--- src/rtl/theremin_i2c_init_pkg.sv ---
// Shared types and constants for the theremin codec initialisation sequencer.
package theremin_i2c_init_pkg;

  // Table geometry: up to 64 entries of 24 bits, entry 0 in the lowest bits.
  localparam int MAX_ENTRIES = 64;
  localparam int ENTRY_BITS  = 24;
  localparam int TABLE_BITS  = MAX_ENTRIES * ENTRY_BITS;

  // Device byte that marks an entry as a pause instead of an I2C transfer.
  localparam logic [7:0] DELAY_MARKER = 8'hFF;

  // Sequencer states.
  typedef enum logic [3:0] {
    ST_IDLE      = 4'd0,
    ST_FETCH     = 4'd1,
    ST_WAIT_IDLE = 4'd2,
    ST_ISSUE     = 4'd3,
    ST_WAIT_BUSY = 4'd4,
    ST_WAIT_DONE = 4'd5,
    ST_CHECK     = 4'd6,
    ST_DELAY     = 4'd7,
    ST_GAP       = 4'd8,
    ST_DONE      = 4'd9,
    ST_FAIL      = 4'd10
  } seq_state_e;

  // One table entry: {device address + R/W bit, register address, data}.
  // For a delay entry the lower 16 bits are the tick count.
  typedef struct packed {
    logic [7:0] dev_op;
    logic [7:0] reg_addr;
    logic [7:0] data;
  } entry_t;

  // Default audio codec bring-up (codec at 7-bit address 0x1A).
  localparam logic [TABLE_BITS-1:0] DEFAULT_INIT_TABLE = {
    {48{24'h000000}},
    24'hFF0005,   // 15: let outputs settle
    24'h340C00,   // 14: power everything up
    24'h350000,   // 13: read back register 0 as a presence check
    24'hFF0001,   // 12: short pause before read-back
    24'h341201,   // 11: activate digital interface
    24'h340679,   // 10: right headphone volume
    24'h340479,   //  9: left headphone volume
    24'h340217,   //  8: right line-in gain
    24'h340017,   //  7: left line-in gain
    24'h340A00,   //  6: digital path, no de-emphasis
    24'h340812,   //  5: analog path, DAC selected
    24'h341000,   //  4: normal mode, 48 kHz
    24'h340E02,   //  3: I2S, 16-bit, slave
    24'h340C10,   //  2: power down outputs during setup
    24'hFF000A,   //  1: 10 ms after reset
    24'h341E00    //  0: codec soft reset
  };

  // True when the entry is a pause rather than a bus transfer.
  function automatic logic is_delay(input entry_t e);
    return e.dev_op == DELAY_MARKER;
  endfunction

  // Pause length in clock cycles; 33 bits holds 16'hFFFF * 100000 without wrap.
  function automatic logic [32:0] delay_cycles(input entry_t e, input int unit_cycles);
    return 33'({e.reg_addr, e.data}) * 33'(unit_cycles);
  endfunction

endpackage

--- src/rtl/theremin_i2c_init_rom.sv ---
// Combinational lookup into the initialisation table; unused slots read as 0.
module theremin_i2c_init_rom
  import theremin_i2c_init_pkg::*;
#(
  parameter int                    ENTRY_COUNT = 16,
  parameter logic [TABLE_BITS-1:0] INIT_TABLE  = DEFAULT_INIT_TABLE
) (
  input  logic [5:0] entry_index,
  output entry_t     entry
);

  entry_t rom_array [MAX_ENTRIES];

  genvar gi;
  generate
    for (gi = 0; gi < MAX_ENTRIES; gi++) begin : g_unpack
      if (gi < ENTRY_COUNT) begin : g_used
        assign rom_array[gi] = INIT_TABLE[gi*ENTRY_BITS +: ENTRY_BITS];
      end else begin : g_unused
        assign rom_array[gi] = '0;
      end
    end
  endgenerate

  assign entry = rom_array[entry_index];

endmodule

--- src/rtl/theremin_i2c_init_seq.sv ---
// Walks the codec init table, issuing I2C commands or pauses, with retries on NACK/timeout.
module theremin_i2c_init_seq
  import theremin_i2c_init_pkg::*;
#(
  parameter int                    ENTRY_COUNT = 16,
  parameter int                    MAX_RETRIES = 3,
  parameter int                    DELAY_UNIT  = 100000,
  parameter int                    ACK_TIMEOUT = 1024,   // must be >= 1
  parameter int                    RETRY_GAP   = 10000,  // must be >= 1
  parameter logic [TABLE_BITS-1:0] INIT_TABLE  = DEFAULT_INIT_TABLE
) (
  input  logic        CLK,
  input  logic        RESET,
  input  logic        REINIT,
  output logic [23:0] COMMAND,
  output logic        START,
  input  logic        READY,
  input  logic        ERROR,
  input  logic [7:0]  DATA_OUT,
  output logic [7:0]  LAST_READ,
  output logic [5:0]  STEP,
  output logic        INIT_DONE,
  output logic        INIT_FAIL
);

  localparam logic [3:0] S_IDLE      = ST_IDLE;
  localparam logic [3:0] S_FETCH     = ST_FETCH;
  localparam logic [3:0] S_WAIT_IDLE = ST_WAIT_IDLE;
  localparam logic [3:0] S_ISSUE     = ST_ISSUE;
  localparam logic [3:0] S_WAIT_BUSY = ST_WAIT_BUSY;
  localparam logic [3:0] S_WAIT_DONE = ST_WAIT_DONE;
  localparam logic [3:0] S_CHECK     = ST_CHECK;
  localparam logic [3:0] S_DELAY     = ST_DELAY;
  localparam logic [3:0] S_GAP       = ST_GAP;
  localparam logic [3:0] S_DONE      = ST_DONE;
  localparam logic [3:0] S_FAIL      = ST_FAIL;

  localparam logic [5:0]  LAST_STEP   = 6'(ENTRY_COUNT - 1);
  localparam logic [7:0]  RETRY_LIMIT = 8'(MAX_RETRIES);
  localparam logic [31:0] ACK_LIMIT   = 32'(ACK_TIMEOUT - 1);
  localparam logic [31:0] GAP_LIMIT   = 32'(RETRY_GAP - 1);

  logic [3:0]  state_reg, state_next;
  logic [5:0]  step_reg, step_next;
  logic [23:0] cmd_reg, cmd_next;
  logic        start_reg, start_next;
  logic [7:0]  last_read_reg, last_read_next;
  logic        done_reg, done_next;
  logic        fail_reg, fail_next;
  logic [7:0]  retry_reg, retry_next;
  logic [31:0] timer_reg, timer_next;     // shared by ACK timeout and retry gap
  logic [32:0] delay_cnt_reg, delay_cnt_next;
  logic        advance;
  logic        attempt_failed;
  entry_t      rom_entry;

  theremin_i2c_init_rom #(
    .ENTRY_COUNT (ENTRY_COUNT),
    .INIT_TABLE  (INIT_TABLE)
  ) u_rom (
    .entry_index (step_reg),
    .entry       (rom_entry)
  );

  // Next-state and datapath decisions for the sequencer.
  always_comb begin
    state_next     = state_reg;
    step_next      = step_reg;
    cmd_next       = cmd_reg;
    start_next     = 1'b0;
    last_read_next = last_read_reg;
    done_next      = done_reg;
    fail_next      = fail_reg;
    retry_next     = retry_reg;
    timer_next     = timer_reg;
    delay_cnt_next = delay_cnt_reg;
    advance        = 1'b0;
    attempt_failed = 1'b0;

    case (state_reg)
      S_IDLE: begin
        step_next  = '0;
        retry_next = '0;
        state_next = S_FETCH;
      end
      S_FETCH: begin
        // COMMAND is only ever loaded here; pauses leave it untouched.
        if (is_delay(rom_entry)) begin
          delay_cnt_next = delay_cycles(rom_entry, DELAY_UNIT);
          state_next     = S_DELAY;
        end else begin
          cmd_next   = rom_entry;
          state_next = S_WAIT_IDLE;
        end
      end
      S_WAIT_IDLE: begin
        if (READY) begin
          start_next = 1'b1;
          state_next = S_ISSUE;
        end
      end
      S_ISSUE: begin
        timer_next = '0;
        state_next = S_WAIT_BUSY;
      end
      S_WAIT_BUSY: begin
        if (!READY) begin
          state_next = S_WAIT_DONE;
        end else if (timer_reg >= ACK_LIMIT) begin
          attempt_failed = 1'b1;
        end else begin
          timer_next = timer_reg + 32'd1;
        end
      end
      S_WAIT_DONE: begin
        // The master always completes, so no timeout is needed here.
        if (READY) begin
          state_next = S_CHECK;
        end
      end
      S_CHECK: begin
        if (!ERROR) begin
          if (cmd_reg[16]) begin
            last_read_next = DATA_OUT;
          end
          advance = 1'b1;
        end else begin
          attempt_failed = 1'b1;
        end
      end
      S_DELAY: begin
        if (delay_cnt_reg == '0) begin
          advance = 1'b1;
        end else begin
          delay_cnt_next = delay_cnt_reg - 33'd1;
        end
      end
      S_GAP: begin
        if (timer_reg >= GAP_LIMIT) begin
          state_next = S_WAIT_IDLE;
        end else begin
          timer_next = timer_reg + 32'd1;
        end
      end
      S_DONE, S_FAIL: begin
        if (REINIT) begin
          done_next  = 1'b0;
          fail_next  = 1'b0;
          step_next  = '0;
          retry_next = '0;
          state_next = S_FETCH;
        end
      end
      default: begin
        state_next = S_IDLE;
      end
    endcase

    // Entry finished: move on, or stop at the last index with STEP held there.
    if (advance) begin
      retry_next = '0;
      if (step_reg == LAST_STEP) begin
        done_next  = 1'b1;
        state_next = S_DONE;
      end else begin
        step_next  = step_reg + 6'd1;
        state_next = S_FETCH;
      end
    end

    // NACK or missing bus activity: back off and retry, or give up on this index.
    if (attempt_failed) begin
      if (retry_reg < RETRY_LIMIT) begin
        retry_next = retry_reg + 8'd1;
        timer_next = '0;
        state_next = S_GAP;
      end else begin
        fail_next  = 1'b1;
        state_next = S_FAIL;
      end
    end
  end

  // State and output registers; reset clears everything, dropping START at once.
  always_ff @(posedge CLK or posedge RESET) begin
    if (RESET) begin
      state_reg     <= S_IDLE;
      step_reg      <= '0;
      cmd_reg       <= '0;
      start_reg     <= 1'b0;
      last_read_reg <= '0;
      done_reg      <= 1'b0;
      fail_reg      <= 1'b0;
      retry_reg     <= '0;
      timer_reg     <= '0;
      delay_cnt_reg <= '0;
    end else begin
      state_reg     <= state_next;
      step_reg      <= step_next;
      cmd_reg       <= cmd_next;
      start_reg     <= start_next;
      last_read_reg <= last_read_next;
      done_reg      <= done_next;
      fail_reg      <= fail_next;
      retry_reg     <= retry_next;
      timer_reg     <= timer_next;
      delay_cnt_reg <= delay_cnt_next;
    end
  end

  assign COMMAND   = cmd_reg;
  assign START     = start_reg;
  assign LAST_READ = last_read_reg;
  assign STEP      = step_reg;
  assign INIT_DONE = done_reg;
  assign INIT_FAIL = fail_reg;

endmodule

--- config.mk ---
export PLATFORM = sky130hd
export DESIGN_NAME = theremin_i2c_init_seq
export DESIGN_NICKNAME = d
export VERILOG_FILES = /design/src/rtl/theremin_i2c_init_pkg.sv /design/src/rtl/theremin_i2c_init_rom.sv /design/src/rtl/theremin_i2c_init_seq.sv
export SDC_FILE = /design/constraint.sdc
export NUM_CORES = 1
export LEC_CHECK = 0
export BUFFER_PORTS_ARGS = -buffer_cell sky130_fd_sc_hd__buf_2
export CAP_MARGIN = 20
export CELL_PAD_IN_SITES_DETAIL_PLACEMENT = 2
export CELL_PAD_IN_SITES_GLOBAL_PLACEMENT = 2
export CORE_MARGIN = 5
export CORE_UTILIZATION = 43
export CTS_CLUSTER_DIAMETER = 150
export CTS_CLUSTER_SIZE = 14
export DETAILED_ROUTE_END_ITERATION = 7
export HOLD_SLACK_MARGIN = 0.1
export PLACE_DENSITY = 0.95
export SLEW_MARGIN = 0
export SYNTH_ARGS = -nofsm -noshare
export SYNTH_HDL_FRONTEND = slang
export SYNTH_HIERARCHICAL = 1
export SYNTH_SLANG_ARGS = --single-unit
--- constraint.sdc ---
create_clock -name CLK -period 14.87 [get_ports CLK]
set_clock_uncertainty 0.05 [all_clocks]
set_input_delay 2.2305 -clock CLK [delete_from_list [all_inputs] [get_ports CLK]]
set_output_delay 2.2305 -clock CLK [all_outputs]
set_load 0.03 [all_outputs]
### Word-level counts from Yosys, hierarchy flattened

Memory sizes are Yosys's and may differ from the RTL's.
Cells that the tools add are included.

| operators by class | value |
|---|---|
| reductions and logical operators | 9 |
| add/sub/neg operators | 4 |
| magnitude comparators | 4 |
| equal/unequal tests | 20 |
| multiplexer cells | 48 |
| $mul | 1 |
| bitwise gates (word level) | 3 |

Operators with widths:

| kind | count |
|---|---|
| 2-to-1 mux 32 bit | 5 |
| case mux 32 bit (3 select lines) | 1 |
| 2-to-1 mux 33 bit | 2 |
| case mux 33 bit (2 select lines) | 1 |
| 2-to-1 mux 24 bit | 2 |
| case mux 4 bit (9 select lines) | 1 |
| zero test 33 bit | 1 |
| subtractor 33 x 1 -> 33 bit, second input constant | 1 |
| adder 32 x 1 -> 32 bit, second input constant | 1 |
| greater-or-equal comparator 32 x 10 -> 1 bit, second input constant | 1 |
| greater-or-equal comparator 32 x 14 -> 1 bit, second input constant | 1 |
| 2-to-1 mux 4 bit | 8 |
| 2-to-1 mux 8 bit | 4 |
| multiplier 16 x 12 -> 28 bit, second input constant | 1 |
| inequality test 4 bit, second input constant | 5 |
| 2-to-1 mux 6 bit | 3 |
| equality test 4 x 3 -> 1 bit, second input constant | 4 |
| case mux 8 bit (2 select lines) | 1 |
| 2-to-1 mux 1 bit | 15 |
| equality test 4 bit, second input constant | 3 |
| case mux 6 bit (2 select lines) | 1 |
| adder 8 x 1 -> 8 bit, second input constant | 1 |
| equality test 4 x 2 -> 1 bit, second input constant | 2 |
| equality test 8 bit, second input constant | 1 |
| other kinds (18) | 23 |

| word-level totals | value |
|---|---|
| output and inout bits | 41 |
| flip-flop bits (word level) | 118 |
| ROM bits | 1536 |
| memories | 1 |

Memory list:

| name | depth | width | read ports | clocked after memory_dff | write ports | RTL line | source |
|---|---|---|---|---|---|---|---|
| (name not given) | 64 | 24 | 1 | 0 | 0 | theremin_i2c_init_rom.sv:25 | `assign entry = rom_array[entry_index];` |

### Logic depth before layout (Yosys ltp)

| depth | value |
|---|---|
| word-level depth | 9 |
| mapped depth | 22 |

### By module

Netlist, hierarchy kept.

Modules (own cells, without submodules):

| module | cells an instance | times used | sequential area each (um2) | area an instance (um2) |
|---|---|---|---|---|
| theremin_i2c_init_seq | 1027 | 1 | 2952.8 | 9242.6 |
| theremin_i2c_init_rom | 62 | 1 | 0.0 | 461.7 |

### Worst setup path after synthesis

Ideal clock, no wire load.

| path | value |
|---|---|
| kind | reg-to-reg |
| from | register step_reg[0], in the netlist STEP[0] |
| to | register delay_cnt_reg[29] |
| path buffers | 0 |
| path slack | 9056 ps |
| data arrival time | 5693 ps |
| required time | 14749 ps |
| stages on the path, launching flop included | 22 |
| path through | dfrtp_1 -> inv_1 -> ha_1 -> nand2_1 -> a211oi_1 -> ha_1 -> ha_1 -> xor2_1 -> ha_1 -> a31o_2 -> fa_1 -> inv_1 -> fa_1 -> inv_1 -> ha_1 -> a21o_1 -> a21oi_1 -> o21ai_0 -> a31oi_1 -> o21ai_0 -> or3_1 -> nand4_1 |

RTL lines:

| item | RTL line | source |
|---|---|---|
| start, declared | theremin_i2c_init_seq.sv:44 | `logic [5:0] step_reg, step_next;` |
| start signal, assigned | theremin_i2c_init_seq.sv:199 | `step_reg <= step_next;` |
| end signal, assigned | theremin_i2c_init_seq.sv:207 | `delay_cnt_reg <= delay_cnt_next;` |
| end, declared | theremin_i2c_init_seq.sv:52 | `logic [32:0] delay_cnt_reg, delay_cnt_next;` |

==> results.md <==
* Outcome: complete, no violations
* Worst rel slew slack at a little under a quarter
* Critical path arrival at 8.17 ns
* Synthesized instance count at approximately 1100
* Number of nets in the finished design at 1298
* PnR worst setup slack at ~7 ns
* Number of hold violations in the final report at 0
* Setup TNS after final layout at 0 ns
* Hold-fix buffers, CTS at 0
* Post-DR wirelength/cell at 33.8 µm
* Critical path required time at between 15 and 20 ns
* Combined area of all synthesized cells at 0.00970 mm²
* Largest net degree at the start of global routing at between 60 and 70
* Remaining design rule violation count at 0
* Via count of the first global-routing pass at approximately 11000
* Mean instance size in the synthesized netlist at a little under 9 µm²
* Fraction of final layout cells with drive strength greater than 1 at 11.8%
* Commonest non-fill, non-tap cell in the layout: sky130_fd_sc_hd__ha_1
* Worst-path fanout max at 11
* Top cell type by total area after synthesis: sky130_fd_sc_hd__dfrtp_1
* Top-level I/O count at 54
* Number of buffers created by CTS at 17
* Starting utilization of the core area at 43.3%
* Setup violations, final at 0
* First DRT Iteration DRCs at 835
* Aggregate global routing overflow at 0
* Library cells used by synthesis at between 70 and 80
* Part of the cycle the worst path needs at between 50% and 60%
* DP HPWL at 29.8 mm
* Synth async-reset ratio at 100%
* Antenna-violating nets left at 0
* Inst Count DP at around 1400
* Max Root-Sink Buffers at 2
* Max capacitance violation total at 0
* Port buffer count at 53
* Cell Area, Placed at around 0.01 mm²
* Final RePlAce weighted congestion at between 0.8 and 0.9
* Fin cells at roughly 1400
* Worst min path class: flip-flop to flip-flop
* Die Outline Area at between 0.02 and 0.03 mm²
* Worst skew pair latency at 0.45 ns
* Die H at approximately 160 µm
* Via density per instance at 6.66
* Endpoint kind of the worst setup timing path: flip-flop
* Sequential share of the synthesized area at between 30% and 40%
* Max-slew violation total from the final report at 0
* Standard cell core area at about 0.022 mm²
* Element type at the critical path start: flip-flop
* Pwr Density at 93.0 mW/mm²
* Setup slack after placement at 7.87 ns
* Rows at 55
* Type of the worst setup path: flip-flop to flip-flop
* Largest cells by area after synthesis: sky130_fd_sc_hd__dfrtp_1 30%, sky130_fd_sc_hd__ha_1 16%, sky130_fd_sc_hd__fa_1 7.4%
* Register clock-pin slew on the reported worst setup and hold paths at around 0.07 ns
* Antenna violations before repair at 4
* Number of flip-flops and latches in the synthesized netlist at around 120
* Transition time at the pin with the least slew margin at ~1.1 ns
* Max Fclk at around 0.13 GHz
* Synthesis warning total at 6
* Tot GR Track Use at 37.5%
* Horiz. Die Dim at between 150 and 200 µm
* Total vias in the final route at 9501
* Clock tree from TritonCTS: done
* Number of flip-flops under the largest register name at 33
* Number of gates resized after CTS at 0
* Number of levels in the clock H-tree at 4
* Most frequent cells in the layout: 122 x sky130_fd_sc_hd__ha_1, 118 x sky130_fd_sc_hd__dfrtp_1, 114 x sky130_fd_sc_hd__nand2_1, 113 x sky130_fd_sc_hd__inv_1, 73 x sky130_fd_sc_hd__a21oi_1
* Unrepaired setup endpoints after global routing: no
* Area Growth Syn to Fin at 11.0%
* Top FF cell, synth: sky130_fd_sc_hd__dfrtp_1
* Root buffer cell: sky130_fd_sc_hd__clkbuf_16
* Leak at between 0.005 and 0.006 µW
* Fraction of synthesized cell area taken by the top area cell type at 30.4%
* Final period demand of the worst path at approximately 7.9 ns
* WL final at about 48 mm
* CTS sink count at between 100 and 150
* Count of flip-flops with a built-in enable after synthesis at 0
* First-pass GRT wire length at approximately 72 mm
* Post-route cell area at between 0.01 and 0.015 mm²
* Largest vdd supply drop at about 0.071 mV
* Number of setup buffers added after CTS at 0
* Number of iterations in the first detailed-routing pass at 5
-- stage by stage --
stage	utilization [%]	power, µW	hold WS, ns
global route	48.0	1030	0.460
detailed placement	45.3	534	0.411
CTS	47.9	978	0.445
global placement	45.3	501	0.405
floorplan	-	471	0.394
finish	48.0	1000	0.444
-- report_power, final --
| group | switching, µW | internal [µW] |
|---|---|---|
| sequential | 24.5 | 338 |
| clock | 193 | 239 |
| combinational | 140 | 67.4 |
| total | 358 | 644 |
-- final timing paths --
| path | slack [ns] | cells past startpoint | end | from |
|---|---|---|---|---|
| max reg2reg | 6.96 | 21 | delay_cnt_reg[26] | STEP[0] |
| max | 6.96 | 21 | delay_cnt_reg[26] | STEP[0] |
| max in group asynchronous | 11.49 | 3 | COMMAND[22] | RESET |
| min | 0.44 | 1 | timer_reg[18] | timer_reg[18] |
| min reg2reg | 0.44 | 1 | timer_reg[18] | timer_reg[18] |
| min in group asynchronous | 1.86 | 2 | timer_reg[18] | RESET |
-- cell usage after synthesis (10+ instances only) --
| cell | count |
|---|---|
| sky130_fd_sc_hd__o21ai_0 | 69 |
| sky130_fd_sc_hd__and2_1 | 24 |
| sky130_fd_sc_hd__clkbuf_1 | 20 |
| sky130_fd_sc_hd__fa_1 | 36 |
| sky130_fd_sc_hd__nor2_1 | 64 |
| sky130_fd_sc_hd__nand2b_1 | 13 |
| sky130_fd_sc_hd__ha_1 | 122 |
| sky130_fd_sc_hd__dfrtp_1 | 118 |
| sky130_fd_sc_hd__buf_4 | 14 |
| sky130_fd_sc_hd__a21o_1 | 11 |
| sky130_fd_sc_hd__buf_2 | 10 |
| sky130_fd_sc_hd__a21oi_1 | 73 |
| sky130_fd_sc_hd__a31oi_1 | 16 |
| sky130_fd_sc_hd__nor3_1 | 29 |
| sky130_fd_sc_hd__xor2_1 | 19 |
| sky130_fd_sc_hd__nor4_1 | 13 |
| sky130_fd_sc_hd__inv_1 | 114 |
| sky130_fd_sc_hd__nand3_1 | 22 |
| sky130_fd_sc_hd__nand2_1 | 114 |
| sky130_fd_sc_hd__and3_1 | 13 |
| sky130_fd_sc_hd__xnor2_1 | 15 |
-- kinds of logic after synthesis --
family,count (synthesis),share of synthesized area [%]
compound gates,246,15.9
simple gates,355,18.7
xor+xnor,34,3.07
buf+inv,162,7.03
mux,15,1.66
fa+ha+maj,158,23.2
other cells,1,0.0386
flops,118,30.4
-- area by class of cell --
class                      count  area (µm²)
clock buffer                  18         439
tap                          285         357
multi-input combinational    813        6090
clock inverter                14         141
antenna                        1        2.50
sequential                   118        2950
inverter                     114         430
timing repair buffer          63         358
fill                        2364       11700
-- layer usage --
metal / vias to the layer above / GRT usage [%] / routed length [µm]
li1: 3845 / - / -
met1: 4781 / 35.5 / 15900
met2: 547 / 64.8 / 23800
met3: 324 / 11.6 / 3360
met4: 4 / 33.9 / 5090
met5: - / 1.89 / 82
-- worst max-delay path, cell delays in order, from the launching register on --
cell and delay [ns]:
sky130_fd_sc_hd__dfrtp_1 0.59, sky130_fd_sc_hd__inv_1 0.21, sky130_fd_sc_hd__ha_1 0.46, sky130_fd_sc_hd__nand2_1 0.14, sky130_fd_sc_hd__a211oi_1 0.72, sky130_fd_sc_hd__ha_1 0.45
sky130_fd_sc_hd__xor2_1 0.41, sky130_fd_sc_hd__xor2_1 0.25, sky130_fd_sc_hd__ha_1 0.26, sky130_fd_sc_hd__a31o_2 0.25, sky130_fd_sc_hd__fa_1 0.53, sky130_fd_sc_hd__inv_1 0.10
sky130_fd_sc_hd__fa_1 0.80, sky130_fd_sc_hd__inv_1 0.12, sky130_fd_sc_hd__ha_1 0.46, sky130_fd_sc_hd__nand2_1 0.11, sky130_fd_sc_hd__o21ai_0 0.33, sky130_fd_sc_hd__nor3_1 0.15
sky130_fd_sc_hd__a21oi_1 0.72, sky130_fd_sc_hd__a21oi_1 0.22, sky130_fd_sc_hd__xor2_1 0.18, sky130_fd_sc_hd__o211ai_1 0.24
(Power assumes the default switching activity.)
